--- src/rtl/bg_pkg.sv ---
// Shared constants, packet layout and width helper for the background line sequencer.
package bg_pkg;

  localparam int BG_NUM_BG   = 4;
  localparam int BG_HTOTAL   = 308;
  localparam int BG_VTOTAL   = 228;
  localparam int BG_HVISIBLE = 240;
  localparam int BG_VVISIBLE = 160;
  localparam int BG_PKT_W    = 20;
  localparam int COL_W       = 9;
  localparam int ROW_W       = 8;

  // A single layer still needs a one-bit bgno field.
  function automatic int bgno_w(input int n);
    return (n > 1) ? $clog2(n) : 1;
  endfunction

  typedef struct packed {
    logic [COL_W-1:0]             col;
    logic [bgno_w(BG_NUM_BG)-1:0] bgno;
    logic [BG_PKT_W-1:0]          data;
  } bg_pkt_t;

endpackage

--- src/rtl/bg_credit_fifo.sv ---
// Packet FIFO with an exported occupancy count used for credit accounting upstream.
module bg_credit_fifo #(
  parameter int  DEPTH = 4,
  parameter int  WIDTH = 8,
  localparam int CNT_W = $clog2(DEPTH + 1),
  localparam int PTR_W = (DEPTH > 1) ? $clog2(DEPTH) : 1
) (
  input  logic             clock,
  input  logic             rst_b,
  input  logic             push,
  input  logic [WIDTH-1:0] wdata,
  input  logic             pop,
  output logic [WIDTH-1:0] rdata,
  output logic             valid,
  output logic [CNT_W-1:0] count
);

  logic [WIDTH-1:0] mem [DEPTH];
  logic [PTR_W-1:0] wr_ptr;
  logic [PTR_W-1:0] rd_ptr;
  logic             full;
  logic             do_push;
  logic             do_pop;

  function automatic logic [PTR_W-1:0] bump(input logic [PTR_W-1:0] p);
    return (p == PTR_W'(DEPTH - 1)) ? '0 : p + 1'b1;
  endfunction

  assign valid   = (count != '0);
  assign full    = (count == CNT_W'(DEPTH));
  assign do_pop  = pop && valid;
  // A push into a full FIFO is accepted only when the head leaves in the same cycle.
  assign do_push = push && (!full || do_pop);
  assign rdata   = valid ? mem[rd_ptr] : '0;

  always_ff @(posedge clock or negedge rst_b) begin
    if (!rst_b) begin
      wr_ptr <= '0;
      rd_ptr <= '0;
      count  <= '0;
    end else begin
      if (do_push) wr_ptr <= bump(wr_ptr);
      if (do_pop)  rd_ptr <= bump(rd_ptr);
      count <= count + CNT_W'(do_push) - CNT_W'(do_pop);
    end
  end

  always_ff @(posedge clock) begin
    if (do_push) mem[wr_ptr] <= wdata;
  end

endmodule

--- src/rtl/bg_line_sequencer.sv ---
// Walks (row, col, bgno) slots, issues VRAM fetches under FIFO credit and queues
// the returned data as {col, bgno, data} packets.
module bg_line_sequencer
  import bg_pkg::*;
#(
  parameter int  NUM_BG     = BG_NUM_BG,
  parameter int  HTOTAL     = BG_HTOTAL,
  parameter int  VTOTAL     = BG_VTOTAL,
  parameter int  VRAM_LAT   = 1,
  parameter int  FIFO_DEPTH = 4,
  parameter int  PKT_W      = BG_PKT_W,
  localparam int BW         = bgno_w(NUM_BG),
  localparam int OUT_W      = PKT_W + BW + COL_W
) (
  input  logic              clock,
  input  logic              rst_b,
  input  logic              run,
  input  logic [NUM_BG-1:0] layer_en,
  output logic              req_valid,
  output logic [COL_W-1:0]  req_col,
  output logic [ROW_W-1:0]  req_row,
  output logic [BW-1:0]     req_bgno,
  input  logic [PKT_W-1:0]  vram_data,
  output logic [OUT_W-1:0]  pkt,
  output logic              pkt_valid,
  input  logic              pkt_ready,
  output logic              start_row,
  output logic              new_frame
);

  localparam int TAG_W = COL_W + BW + 1;
  localparam int CNT_W = $clog2(FIFO_DEPTH + 1);
  localparam int INF_W = $clog2(VRAM_LAT + 1);
  localparam int SUM_W = ((CNT_W > INF_W) ? CNT_W : INF_W) + 1;

  logic [ROW_W-1:0]    row;
  logic [COL_W-1:0]    col;
  logic [BW-1:0]       bgno;
  logic [INF_W-1:0]    inflight;
  logic [CNT_W-1:0]    fifo_count;
  logic                has_credit;
  logic                advance;
  logic                slot_en;
  logic                last_bg;
  logic                last_col;
  logic                last_row;

  logic [VRAM_LAT-1:0] pipe_vld;
  logic [TAG_W-1:0]    pipe_tag [VRAM_LAT];
  logic [TAG_W-1:0]    exit_tag;
  logic                exit_vld;
  logic [COL_W-1:0]    exit_col;
  logic [BW-1:0]       exit_bgno;
  logic                exit_en;
  logic [OUT_W-1:0]    fifo_wdata;

  // Every slot already issued or queued holds a credit, so the FIFO can never overflow.
  assign has_credit = (SUM_W'(fifo_count) + SUM_W'(inflight)) < SUM_W'(FIFO_DEPTH);
  assign advance    = rst_b && run && has_credit;
  assign slot_en    = layer_en[bgno];

  assign last_bg  = (bgno == BW'(NUM_BG - 1));
  assign last_col = (col == COL_W'(HTOTAL - 1));
  assign last_row = (row == ROW_W'(VTOTAL - 1));

  assign req_valid = advance && slot_en;
  assign req_col   = col;
  assign req_row   = row;
  assign req_bgno  = bgno;
  assign start_row = advance && last_bg && last_col;
  assign new_frame = start_row && last_row;

  always_ff @(posedge clock or negedge rst_b) begin
    if (!rst_b) begin
      row  <= '0;
      col  <= '0;
      bgno <= '0;
    end else if (advance) begin
      if (last_bg) begin
        bgno <= '0;
        if (last_col) begin
          col <= '0;
          row <= last_row ? '0 : row + 1'b1;
        end else begin
          col <= col + 1'b1;
        end
      end else begin
        bgno <= bgno + 1'b1;
      end
    end
  end

  // Tag pipeline mirrors the VRAM latency and never stalls; credit keeps the FIFO room.
  always_ff @(posedge clock or negedge rst_b) begin
    if (!rst_b) begin
      pipe_vld <= '0;
      for (int i = 0; i < VRAM_LAT; i++) pipe_tag[i] <= '0;
      inflight <= '0;
    end else begin
      pipe_vld[0] <= advance;
      pipe_tag[0] <= {col, bgno, slot_en};
      for (int i = 1; i < VRAM_LAT; i++) begin
        pipe_vld[i] <= pipe_vld[i-1];
        pipe_tag[i] <= pipe_tag[i-1];
      end
      inflight <= inflight + INF_W'(advance) - INF_W'(exit_vld);
    end
  end

  assign exit_vld   = pipe_vld[VRAM_LAT-1];
  assign exit_tag   = pipe_tag[VRAM_LAT-1];
  assign exit_col   = exit_tag[TAG_W-1 -: COL_W];
  assign exit_bgno  = exit_tag[BW:1];
  assign exit_en    = exit_tag[0];
  assign fifo_wdata = {exit_col, exit_bgno, exit_en ? vram_data : {PKT_W{1'b0}}};

  bg_credit_fifo #(
    .DEPTH (FIFO_DEPTH),
    .WIDTH (OUT_W)
  ) u_fifo (
    .clock (clock),
    .rst_b (rst_b),
    .push  (exit_vld),
    .wdata (fifo_wdata),
    .pop   (pkt_ready),
    .rdata (pkt),
    .valid (pkt_valid),
    .count (fifo_count)
  );

endmodule
--- config.mk ---
export PLATFORM = sky130hd
export DESIGN_NAME = bg_line_sequencer
export DESIGN_NICKNAME = d
export VERILOG_FILES = /design/src/rtl/bg_pkg.sv /design/src/rtl/bg_credit_fifo.sv /design/src/rtl/bg_line_sequencer.sv
export SDC_FILE = /design/constraint.sdc
export NUM_CORES = 1
export LEC_CHECK = 0
export ABC_AREA = 1
export CORE_UTILIZATION = 50
export CTS_CLUSTER_DIAMETER = 40
export DETAILED_ROUTE_END_ITERATION = 8
export PLACE_DENSITY = 0.83
export SKIP_LAST_GASP = 1
export SYNTH_ARGS = -nofsm -noshare
export SYNTH_HDL_FRONTEND = slang
export SYNTH_SLANG_ARGS = --single-unit
--- constraint.sdc ---
create_clock -name clock -period 2.8 [get_ports clock]
set_input_delay 0.56 -clock clock [delete_from_list [all_inputs] [get_ports clock]]
set_output_delay 0.56 -clock clock [all_outputs]
set_load 0.1 [all_outputs]
Yosys cells after proc, flatten, opt, wreduce, memory -nomap -nowiden. Memories as Yosys holds them, arrays and structs flattened. Cells that the tools add are included.

Magnitude comparators: 2. Reductions and logical operators: 13. Add/subtract/negate cells: 10. Equal/unequal tests: 6. Muxes and demuxes: 11.

Operators with widths (count): two-way mux 31 bit (1); two-way mux 20 bit (1); adder 9 x 1 -> 9 bit, second input constant (1); equality test 9 bit, second input constant (1); two-way mux 9 bit (1); adder 8 x 1 -> 8 bit, second input constant (1); equality test 8 bit, second input constant (1); logical AND 1 bit (8); two-way mux 8 bit (1); adder 2 x 1 -> 2 bit, second input constant (3); equality test 2 bit, second input constant (3); two-way mux 2 bit (3); adder 3 x 1 -> 4 bit (1); less-than comparator 4 x 3 -> 1 bit, second input constant (1); adder 3 x 1 -> 3 bit (1); equality test 3 bit, second input constant (1); less-than comparator 2 x 3 -> 1 bit, second input constant (1); two-way mux 1 bit (3); AND reduction 3 bit (1); nonzero test 3 bit (1); subtractor 3 x 1 -> 3 bit (1); binary-select mux 1 bit (select 2 bit) (1); AND reduction 2 bit (1); adder 1 bit (1); 3 further kinds (3).

Memories kept: 1. Bits of input ports: 28. Bits in writable memories: 124. Flip-flop bits (word level): 40. Output and inout port bits: 54.

Memories: u_fifo.mem (words 4, width 31, read ports 1, clocked after Yosys merged registers in 0, wr ports 1, RTL line bg_credit_fifo.sv:18) `logic [WIDTH-1:0] mem [DEPTH];`.

Depth between registers and ports, before layout.
Depth in word-level cells: 6. Depth in mapped cells: 9. Mapped depth without buffers: 9.

Hierarchy. A second synthesis with hierarchy kept.

Cells, all modules: 787. Area total of the unflattened synthesis: 7766.2 um^2.

Modules (own cells, without submodules): bg_credit_fifo (area an instance 5988.2 um^2, cells each 545, times used 1); bg_line_sequencer (area an instance 1778.0 um^2, cells each 242, times used 1).

Worst setup path after synthesis. OpenSTA, ideal clock, no wires.

Path kind: register -> output. Start point: reg col[0] (netlist: req_col[0]). End point: out new_frame. Cell stages (with the launch flop): 8. Data required time: 2240 ps. Data arrival time: 3017 ps. Slack: -777 ps. Cells stage by stage: dfrtp_1 > ha_1 > inv_1 > nor2_1 > nand2_1 > nor2_1 > nand4_1 > nor2_1.

Longest elaborated chain between the ends: 3.

RTL lines: start, declared (RTL line bg_line_sequencer.sv:37) `logic [COL_W-1:0] col;`; start signal, assigned (RTL line bg_line_sequencer.sv:85) `col <= col + 1'b1;`; equality test 9 bit (RTL line bg_line_sequencer.sv:63) `assign last_col = (col == COL_W'(HTOTAL - 1));`; logical AND 1 bit (RTL line bg_line_sequencer.sv:70) `assign start_row = advance && last_bg && last_col;`; logical AND 1 bit (RTL line bg_line_sequencer.sv:71) `assign new_frame = start_row && last_row;`; end, declared (RTL line bg_line_sequencer.sv:28) `output logic new_frame`.

No other way between the ends.

Final worst setup path. Same ends and word-level chain as after synthesis.

==> results.py <==
metrics = {
    "outcome": {
        "outcome": "finished clean",
    },
    "clocking": {
        "cts_sinks": 164,
        "cts_setup_buffers": 0,
        "numCtsBuffers": 17,
        "cts_tree": "yes",
        "h-tree-depth": 4,
        "clock_latency_ns": 0.42,
        "root_buffer": "clkbuf_16",
        "cts.clk_slew.worst_paths_ns": 0.06,
        "ctsLongestPathBuffers": 2,
    },
    "placement": {
        "globalplace.congestion": 0.917,
        "dp_hpwl_um": 9590,
        "numPlacedInstances": 905,
        "portBuffers": 81,
        "place_area_mm2": 0.00853,
    },
    "synth": {
        "ys_warn_count": 0,
        "syn_area_per_cell_um2": 10.6,
        "synth_ff_type": "edfxtp_1",
        "yosysUniqueCellTypes": 26,
        "async_reset_ff_frac": 0.244,
        "synth_cells": 662,
        "syn_nets": 702,
        "ys_seq_elements": 164,
        "synth_edf_count": 124,
        "yosysSeqAreaShare": 0.673,
        "syn_area_mm2": 0.00702,
    },
    "sta": {
        "finalHoldViolCount": 0,
        "fin_skew_ns": 0.00865,
        "fin_crit_sh": 0.945,
        "worst_pin_slew_ns": 0.730,
        "period_needed_ns": 2.65,
        "setup_viol": 0,
        "drv_slew": 0,
        "relSlewSlack": 0.513,
        "rsz0062_at_grt": "false",
        "fmax_ghz": 0.378,
    },
    "route": {
        "drc": 0,
        "num_vias": 4956,
        "drtPass1Iterations": 6,
        "ant_nets": 0,
        "wirelength_um": 14900,
        "dr.first_iter.drc_count": 367,
        "wl_per_cell_um": 15.9,
        "viasPerCell": 5.29,
    },
    "global_routing": {
        "antenna_found_initial": 0,
        "grt_pass1_wl_um": 23900,
        "grt_max_degree": 45,
        "gr-total-overflow": 0,
        "grt_pass1_vias": 4951,
        "track_usage": 0.220,
    },
    "critical_path": {
        "worst-setup-path-type": "flop to output port",
        "worstSetupStartpoint": "req_col[0]$_DFFE_PN0P_",
        "slowest_delay_ns": 0.43,
        "cp_max_fo": 7,
        "end_kind": "output port",
        "cp_common_cell": "nor2_1",
        "crit_path_cell_trace": "ha_1 > inv_1 > nor2_1 > nand2_1 > nor2_1 > nand4_1 > nor2_2 > buf_12",
        "cpMaxStageDelayCell": "dfrtp_2",
        "r2r_start": "u_fifo.count[0]$_DFF_PN0_",
        "critPathRequiredTime_ns": 2.24,
        "arrival_ns": 2.09,
        "cp-start-kind": "flop",
    },
    "finish": {
        "nFillCells": 932,
        "nNetsFinal": 788,
        "diodes": 0,
        "drive_above_1_share": 0.194,
        "final_cell_mix": "nor2_1, edfxtp_1, nand2_1",
        "areaGrowthSynthToFinish_pct": 30.0,
        "finalNonFillerCells": 937,
        "final_common_cell": "nor2_1",
        "final_cell_area_mm2": 0.00912,
    },
    "job": {
        "drv_cap": 0,
    },
    "die": {
        "die_h_um": 120,
        "die_width_um": 120,
        "start_util": 0.521,
        "rows": 42,
        "die_area_mm2": 0.0145,
        "io_pins": 82,
        "core_mm2": 0.0135,
    },
    "hold_path": {
        "worstHoldPathType": "input pin to async pin",
    },
}
cell families (layout without fill, tap and decap cells):
| kind of cell | Yosys count | in the layout | share of synthesized area |
|---|---|---|---|
| adder cells (fa/ha/maj) | 12 | 12 | 0.0225 |
| AND/OR/NAND/NOR | 271 | 271 | 0.157 |
| XOR/XNOR | 10 | 10 | 0.0125 |
| buffers and inverters | 88 | 187 | 0.0489 |
| AO/OA/AOI/OAI | 117 | 117 | 0.0856 |
| flip-flops | 164 | 164 | 0.673 |
layer usage:
layer	global-route usage	share of wire	vias up
met4	0.0856	0.015	0
met5	0	0	-
met2	0.399	0.52	194
met1	0.254	0.40	2372
met3	0.0458	0.064	20
li1	-	-	2370
path summary, 6_finish.rpt:
check	depth (start not counted)	to	slack [ns]
worst max-delay path	8	new_frame	0.15
worst min-delay path	2	exit_tag[10]$_DFF_PN0_	0.27
worst max register to register	8	u_fifo.count[2]$_DFF_PN0_	0.64
worst min register to register	0	exit_tag[4]$_DFF_PN0_	0.47
max in group asynchronous	2	u_fifo.rd_ptr[1]$_DFFE_PN0P_	2.15
min in group clock	0	exit_tag[4]$_DFF_PN0_	0.47
stage by stage:
stage                     hold slack, ns   util  setup slack, ns  setup TNS [ns]
after floorplan                    0.264      -           -0.176          -0.176
after global routing               0.307  0.678           0.0111               0
after CTS                          0.286  0.678           0.0718               0
after global placement             0.450  0.634            0.322               0
final                              0.268  0.678            0.154               0
after detailed placement           0.456  0.634            0.280               0
synth_stat cells (6+ instances only):
cell type	n	area, um2
xor2_1	6	52.6
o21ai_1	9	45.0
nand3_1	11	55.1
o21ai_0	68	340
ha_1	11	138
clkbuf_1	17	63.8
nand2_1	90	338
inv_1	59	221
nor2_1	157	589
o21bai_1	6	45.0
buf_2	10	50.1
edfxtp_1	124	3720
dfrtp_1	40	1000
a21oi_1	34	170
registers in the layout (all words and copies together), names as in the netlist:
register,count
exit_tag,12
exit_vld,1
inflight,1
req_bgno,2
req_col,9
req_row,8
u_fifo.count,3
u_fifo.mem,124
u_fifo.rd_ptr,2
u_fifo.wr_ptr,2
worst max-delay path: cells and delay by family, from the launching register on:
family / cells / cell delay [ns]
adders and majority gates: 1 / 0.25
buffers and inverters: 2 / 0.28
DFF: 1 / 0.43
and+or+nand+nor: 5 / 0.69
what timing repair did:
item	in CTS	in global routing
gates resized for setup	0	1
setup endpoints to repair	0	4
hold buffers	0	0
endpoints found under the hold margin	0	0
cell type report:
cell class	instances	area (um2)	area share
clock buffers	25	549	0.0602
multi-input cells	410	2110	0.231
clock inverters	7	40.0	0.00439
inverters	61	229	0.0251
flip-flops and latches	164	4730	0.519
repair buffers	94	1240	0.136
well taps	176	220	0.0241
Power is left out: the tool's default activity adds up to more than one toggle a clock period on the data nets, which glitch-free logic cannot reach.
